### src/rtl/apb_regbank.sv
// apb_regbank: parametrised APB slave register bank.
//   NUM_RW read/write control registers at word indices 0..NUM_RW-1, driven
//   out on rw_out; NUM_RO read-only status registers at indices
//   NUM_RW..NUM_RW+NUM_RO-1, shadowed every cycle from ro_in.
//   Programmable wait states (WAIT_STATES) and PSLVERR on out-of-range
//   access or write to a read-only index.
// Ports:
//   PCLK, PRESET          clock, synchronous active-high reset
//   PSEL, PENABLE, PWRITE APB control
//   PADDR [AWIDTH]        register word index
//   PWDATA/PRDATA [DWIDTH] write data in / registered read data out
//   PREADY, PSLVERR       completion / error response
//   PSTRB [DWIDTH/8]      byte strobes (only with APB_REGBANK_PSTRB_EN)
//   ro_in  [NUM_RO*DWIDTH] status inputs, slice k -> RO register k
//   rw_out [NUM_RW*DWIDTH] RW register contents, slice k = RW register k
// Optional feature macro: APB_REGBANK_PSTRB_EN (byte-strobed writes).
module apb_regbank #(
  parameter int unsigned       DWIDTH      = 8,
  parameter int unsigned       AWIDTH      = 4,
  parameter int unsigned       NUM_RW      = 2,
  parameter int unsigned       NUM_RO      = 2,
  parameter int unsigned       WAIT_STATES = 0,
  parameter logic [DWIDTH-1:0] RW_RESET    = '0
) (
  input  logic                     PCLK,
  input  logic                     PRESET,
  input  logic                     PSEL,
  input  logic                     PENABLE,
  input  logic                     PWRITE,
  input  logic [AWIDTH-1:0]        PADDR,
  input  logic [DWIDTH-1:0]        PWDATA,
`ifdef APB_REGBANK_PSTRB_EN
  input  logic [DWIDTH/8-1:0]      PSTRB,
`endif
  output logic [DWIDTH-1:0]        PRDATA,
  output logic                     PREADY,
  output logic                     PSLVERR,
  input  logic [NUM_RO*DWIDTH-1:0] ro_in,
  output logic [NUM_RW*DWIDTH-1:0] rw_out
);

  localparam int unsigned NBYTES = DWIDTH / 8;
  localparam logic [3:0]  WS     = 4'(WAIT_STATES);

  typedef enum logic {IDLE, ACCESS} state_t;

  state_t                         state_q, state_d;
  logic [3:0]                     cnt_q, cnt_d;
  logic [AWIDTH-1:0]              addr_q;
  logic                           write_q;
  logic [DWIDTH-1:0]              wdata_q;
  logic [NBYTES-1:0]              strb_q;
  logic                           err_q;
  logic [NUM_RW-1:0][DWIDTH-1:0]  rw_q;
  logic [NUM_RO-1:0][DWIDTH-1:0]  ro_q;

  logic [NBYTES-1:0]              strb_in;
  logic                           setup;
  logic                           commit;
  logic                           addr_valid;
  logic                           addr_ro;
  logic                           err_in;
  logic [DWIDTH-1:0]              rd_sel;

`ifdef APB_REGBANK_PSTRB_EN
  assign strb_in = PSTRB;
`else
  assign strb_in = '1;
`endif

  assign setup   = (state_q == IDLE) & PSEL & ~PENABLE;
  assign PREADY  = (state_q == ACCESS) & PSEL & PENABLE & (cnt_q == WS);
  assign PSLVERR = PREADY & err_q;
  assign rw_out  = rw_q;

  // Address decode and read mux, evaluated on the live SETUP-phase address.
  always_comb begin
    addr_valid = 1'b0;
    addr_ro    = 1'b0;
    rd_sel     = '0;
    for (int unsigned i = 0; i < NUM_RW; i++) begin
      if (PADDR == AWIDTH'(i)) begin
        addr_valid = 1'b1;
        rd_sel     = rw_q[i];
      end
    end
    for (int unsigned j = 0; j < NUM_RO; j++) begin
      if (PADDR == AWIDTH'(NUM_RW + j)) begin
        addr_valid = 1'b1;
        addr_ro    = 1'b1;
        rd_sel     = ro_q[j];
      end
    end
    err_in = ~addr_valid | (PWRITE & addr_ro);
  end

  always_comb begin
    state_d = state_q;
    cnt_d   = cnt_q;
    commit  = 1'b0;
    case (state_q)
      IDLE: begin
        if (setup) begin
          state_d = ACCESS;
          cnt_d   = '0;
        end
      end
      ACCESS: begin
        if (!PSEL) begin
          // Protocol violation: abandon the transfer without committing.
          state_d = IDLE;
        end else if (PREADY) begin
          state_d = IDLE;
          commit  = write_q & ~err_q;
        end else if (cnt_q != WS) begin
          cnt_d = cnt_q + 4'd1;
        end
      end
      default: state_d = IDLE;
    endcase
  end

  always_ff @(posedge PCLK) begin
    if (PRESET) begin
      state_q <= IDLE;
      cnt_q   <= '0;
    end else begin
      state_q <= state_d;
      cnt_q   <= cnt_d;
    end
  end

  always_ff @(posedge PCLK) begin
    if (PRESET) begin
      PRDATA  <= '0;
      rw_q    <= {NUM_RW{RW_RESET}};
      ro_q    <= '0;
      addr_q  <= '0;
      write_q <= 1'b0;
      wdata_q <= '0;
      strb_q  <= '0;
      err_q   <= 1'b0;
    end else begin
      ro_q <= ro_in;
      if (setup) begin
        addr_q  <= PADDR;
        write_q <= PWRITE;
        wdata_q <= PWDATA;
        strb_q  <= strb_in;
        err_q   <= err_in;
        PRDATA  <= (PWRITE | err_in) ? '0 : rd_sel;
      end
      if (commit) begin
        for (int unsigned i = 0; i < NUM_RW; i++) begin
          if (addr_q == AWIDTH'(i)) begin
            for (int unsigned b = 0; b < NBYTES; b++) begin
              if (strb_q[b]) rw_q[i][b*8 +: 8] <= wdata_q[b*8 +: 8];
            end
          end
        end
      end
    end
  end

endmodule

### config.mk
export PLATFORM = sky130hd
export DESIGN_NAME = apb_regbank
export DESIGN_NICKNAME = d
export VERILOG_FILES = /design/src/rtl/apb_regbank.sv
export SDC_FILE = /design/constraint.sdc
export NUM_CORES = 1
export LEC_CHECK = 0
export BUFFER_PORTS_ARGS = -buffer_cell sky130_fd_sc_hd__clkbuf_2
export CAP_MARGIN = 20
export CORE_MARGIN = 2
export CORE_UTILIZATION = 59
export CTS_BUF_LIST = sky130_fd_sc_hd__clkbuf_8
export CTS_CLUSTER_DIAMETER = 40
export DETAILED_ROUTE_END_ITERATION = 10
export GPL_TIMING_DRIVEN = 0
export PLACE_DENSITY = 0.84
export SETUP_SLACK_MARGIN = 0.05
export SLEW_MARGIN = 15
export SYNTH_ARGS = -nofsm -noshare
export SYNTH_HDL_FRONTEND = slang
export SYNTH_SLANG_ARGS = --single-unit
export TNS_END_PERCENT = 30
### constraint.sdc
create_clock -name PCLK -period 4.6 [get_ports PCLK]
set_input_delay 0.69 -clock PCLK [delete_from_list [all_inputs] [get_ports PCLK]]
set_output_delay 0.69 -clock PCLK [all_outputs]
set_load 0.05 [all_outputs]
== Word level (Yosys, flattened, before mapping) ==
Index checks and enable logic that the tools add are counted.

* Shift operators: 0
* Add/subtract/negate cells: 1
* Bitwise logic cells: 14
* Multipliers: 0
* Mux-type cells: 23
* Divide/modulo/power cells: 0
* Reduce and logical (&&, ||, !) cells: 7
* Eq/ne operators: 8
* Order comparisons: 0

{| class="wikitable"
|+ Operator list
! kind !! count
|-
| $mux W8 || 5
|-
| $mux W4 || 4
|-
| $logic_not A4 Y1 || 3
|-
| $mux W1 || 12
|-
| $and A1 B1 Y1 || 8
|-
| $eq A4 B1 Y1 const B || 2
|-
| $eq A4 B2 Y1 const B || 2
|-
| $pmux W4 S2 || 1
|-
| $ne A2 B2 Y1 const B || 3
|-
| $reduce_and A3 Y1 || 2
|-
| $add A4 B1 Y4 const B || 1
|-
| $not A1 Y1 || 4
|-
| $reduce_and A4 Y1 || 1
|-
| $reduce_bool A4 Y1 || 1
|-
| $ne A2 B1 Y1 const B || 1
|-
| $or A1 B1 Y1 || 2
|-
| $pmux W1 S2 || 1
|}

* Memories kept: 0
* Logic and storage cells: 65
* Output and inout bits: 26
* Memory bits (writable): 0
* Bits in registers: 60
* Bits in read-only memories: 0
* Latch bits: 0

== Logic depth before layout (Yosys ltp) ==
* Depth after elaboration: 9
* Depth in mapped cells: 6
* Mapped depth without buffers: 5

== Least setup slack after synthesis ==
OpenSTA, ideal clock, no wires.

* Path kind: reg2out
* Start point: register cnt_q[0]
* End point: output PSLVERR
* Path slack: 1.763 ns
* Stages on the path, launching flop included: 6
* Arrival time: 2.147 ns
* Required time: 3.910 ns
* Path buffers: 0
* Cell sequence: dfxtp_1 > inv_1 > ha_1 > or3b_4 > nor2_1 > and2_1

* Word-level cells in the longest chain between the ends: 3

{| class="wikitable"
|+ Ends and longest elaborated chain
! element !! RTL line !! RTL
|-
| start, declared || 48 || <nowiki>logic [3:0] cnt_q, cnt_d;</nowiki>
|-
| start signal, assigned || 129 || <nowiki>cnt_q <= cnt_d;</nowiki>
|-
| $logic_not A4 Y1 || 72 || <nowiki>assign PREADY = (state_q == ACCESS) & PSEL & PENABLE & (cnt_q == WS);</nowiki>
|-
| $and A1 B1 Y1 || 72 ||
|-
| via PREADY || 36 || <nowiki>output logic PREADY,</nowiki>
|-
| $and A1 B1 Y1 || 73 || <nowiki>assign PSLVERR = PREADY & err_q;</nowiki>
|-
| end, declared || 37 || <nowiki>output logic PSLVERR,</nowiki>
|}

The timed path passes the listed nets, and every way through them passes these cells.

== Worst setup path in the final report ==
* Start point: register cnt_q[0]
* End point: output PSLVERR

* Word-level cells in the longest chain between the ends: 3

{| class="wikitable"
|+ Ends and longest elaborated chain
! element !! RTL line
|-
| $logic_not A4 Y1 || 72
|-
| $and A1 B1 Y1 || 72
|-
| $and A1 B1 Y1 || 73
|}

Every way passes these cells.

==> results.md <==
- Status: finished clean
- Detailed Routing Iterations Pass 1: 4
- Syn-to-layout area delta: 21.7%
- Worst Setup Start Kind: register
- Synth top area share: 48.5%
- Slew @ Worst Pin: 0.946 ns
- Netlist cell types: 32
- Cells after Synth: 253
- CTS Buffer Depth: 2
- Hold Crit Start: addr_q[3]$_SDFFE_PP0P_
- Area of the multi-input gates: 1190 µm²
- Synth area leaders: dfxtp_1 (49%), mux2i_1 (6.5%), mux2_2 (6.4%)
- Wl on met1: 2460 µm
- Routed wire length on met3: 346 µm
- # resized after CTS: 0
- First-pass GRT wire length: 8650 µm
- Sum Neg Setup Slack: 0 ns
- Final min period: 2.55 ns
- Final Hold Vio Count: 0
- Residual DRC count: 0
- Slew Limit Fails: 0
- Max FO, Critical Path: 5
- Worst relative slew slack: 36.8%
- DP HPWL: 4020 µm
- Max Cap Viol: 0
- DR WL/cell: 15.0 µm
- Commonest non-fill, non-tap cells in the layout: dfxtp_1 (60), clkbuf_2 (57), nand2_1 (28), nand2b_1 (25), a21oi_1 (17)
- Top cell type by total area after synthesis: dfxtp_1
- Via count of the first global-routing pass: 1847
- Ratio of final minimum period to clock period: 55.4%
- IO Port Bufs: 57
- DR vias: 2019
- Die Wd: 68.8 µm
- H-tree depth: 3
- Initial drt markers: 112
- CP endpoint: PSLVERR
- TritonCTS Buffers: 9
- Critical path required time: 3.91 ns
- Synth Flop Type: dfxtp_1
- Worst Reg-to-Reg Cells: 5
- Core Footprint: 4030 µm²
- ANT cells: 0
- Clock sinks: 60
- Syn Area/Cell: 9.79 µm²
- Cells after DPL: 360
- Reg clk slew, reported paths: 0.07 ns
- Gr usage total: 25.8%
- Antenna-violating nets left: 0
- RSZ-0062 raised after global routing: no
- Reg-to-Reg End: rw_out[1]$_SDFFE_PP0P_
- CP arrival: 1.86 ns
- EDFF count, synth: 0
- CTS Hold Bufs: 0
- Postcts setup bufs: 0
- Crit. End Element: output pin
- Site Rows: 23
- Vias per Instance: 5.37
- TritonCTS clock tree: built
- Synth async-reset ratio: 0%
- Hold Path Class: reg2reg
- Pleak: 1.25 nW
- Area post-placement: 2830 µm²
- Chip height: 68.8 µm
- Cell area after layout: 3010 µm²
- Total gr overflow: 0
- Routed WL: 5640 µm
- Max rail drop VDD: 0.000215 V
- Antenna violations before repair: 0
- Commonest non-fill, non-tap cell in the layout: dfxtp_1
- Clock latency on the worst-skew pair: 0.33 ns
- Clk_skew: 0.00825 ns
- Largest net degree at the start of global routing: 11
- Met2 Wirelength: 2760 µm
- Origin of the worst setup path: cnt_q[0]$_SDFFE_PP0P_
- Initial Utilization: 61.5%
- Pwr Density: 352 nW/µm²
- GPL Wtd Cong: 0.780
- Seq. cell area: 1200 µm²
- Layout cell share with drive strength beyond 1: 28.5%
- Max Freq: 0.392 GHz
- I/O pins: 59
- Highest metal used: met4
- Synth Cell Area: 2480 µm²
- Die Area: 4730 µm²
- #FFs+latches synth: 60
- Ys Warns: 0
- Register area share after synthesis: 48.5%
- Setup violators final: 0
- Worst R2R Setup Slack: 2.57 ns
- Nets: 356
- WS Path Type: reg2out
- Final cell count without fillers: 376
- Critical R2R Launch: cnt_q[0]$_SDFFE_PP0P_
- Syn_nets: 288
- Root Driver: clkbuf_8
- FILL cells: 287
## flip-flops by register name, indices dropped and copies added, names as in the netlist
| register | flops |
|---|---|
| err_q | 1 |
| wdata_q | 8 |
| cnt_q | 4 |
| PRDATA | 8 |
| addr_q | 4 |
| strb_q | 1 |
| write_q | 1 |
| rw_out | 16 |
| state_q | 1 |
| ro_q | 16 |
## area by class of cell
class,count,share of cell area [%]
Buffer,17,2.37
Timing Repair Buffer,57,9.46
Inverter,4,0.498
Tap cell,50,2.08
Clock inverter,7,1.99
Sequential cell,60,39.9
Multi-Input combinational cell,172,39.6
Clock buffer,9,4.11
## where the power goes
group | switching, mW | internal (mW)
registers | 0.00590 | 0.534
clock network | 0.202 | 0.243
logic | 0.0430 | 0.0341
## cells in the mapped netlist (2+ instances only)
master and instances:
nor2_1 5, clkbuf_1 16, nand3_1 3, or4_1 3
o21ai_0 3, o21ai_1 6, dfxtp_1 60, o211ai_1 2
nand2b_1 25, ha_1 2, nor3b_1 2, nand2_1 28
or3b_2 3, mux2_2 14, nand3b_1 8, nor2b_1 16
o221ai_1 7, or3_1 2, mux2i_1 16, inv_1 4
a21oi_1 17
## logic make-up after synthesis
| group | count (synthesis) | synth area share (%) |
|---|---|---|
| AO/OA/AOI/OAI | 37 | 9.04 |
| adder cells (fa/ha/maj) | 2 | 1.01 |
| buffers and inverters | 21 | 3.49 |
| flip-flops | 60 | 48.5 |
| multiplexers | 31 | 13.7 |
| AND/OR/NAND/NOR | 102 | 24.2 |
## layer usage
layer  GRT usage, %  vias to the layer above
met5              0                        -
met4           11.0                        0
met3           5.68                        7
met2           42.8                       69
met1           32.4                      933
li1               -                     1010
## critical path: stages (launching register included)
cell	delay, ns
dfxtp_1	0.34
inv_1	0.07
ha_1	0.15
or3b_4	0.41
nor2_1	0.16
and2_1	0.14
clkbuf_2	0.27
## worst min path at each step
stage	end	slack (ns)	cells after the start
after floorplan	addr_q[3]$_SDFFE_PP0P_	0.43	2
after global placement	addr_q[3]$_SDFFE_PP0P_	0.44	2
after detailed placement	addr_q[3]$_SDFFE_PP0P_	0.45	2
after CTS	addr_q[3]$_SDFFE_PP0P_	0.45	2
after global routing	addr_q[3]$_SDFFE_PP0P_	0.47	2
final	addr_q[3]$_SDFFE_PP0P_	0.46	2
## per-stage QoR
step                      hold WS (ns)  total power [mW]  setup WS, ns  utilization (%)
after floorplan                  0.432             0.598          1.76                -
after global placement           0.441             0.626          2.16             70.1
after detailed placement         0.446             0.629          2.22             70.2
after CTS                        0.455              1.07          2.04             74.8
after global routing             0.472              1.10          1.92             74.8
final                            0.455              1.06          2.05             74.8
No activity file was read; power rests on OpenSTA's default activity.
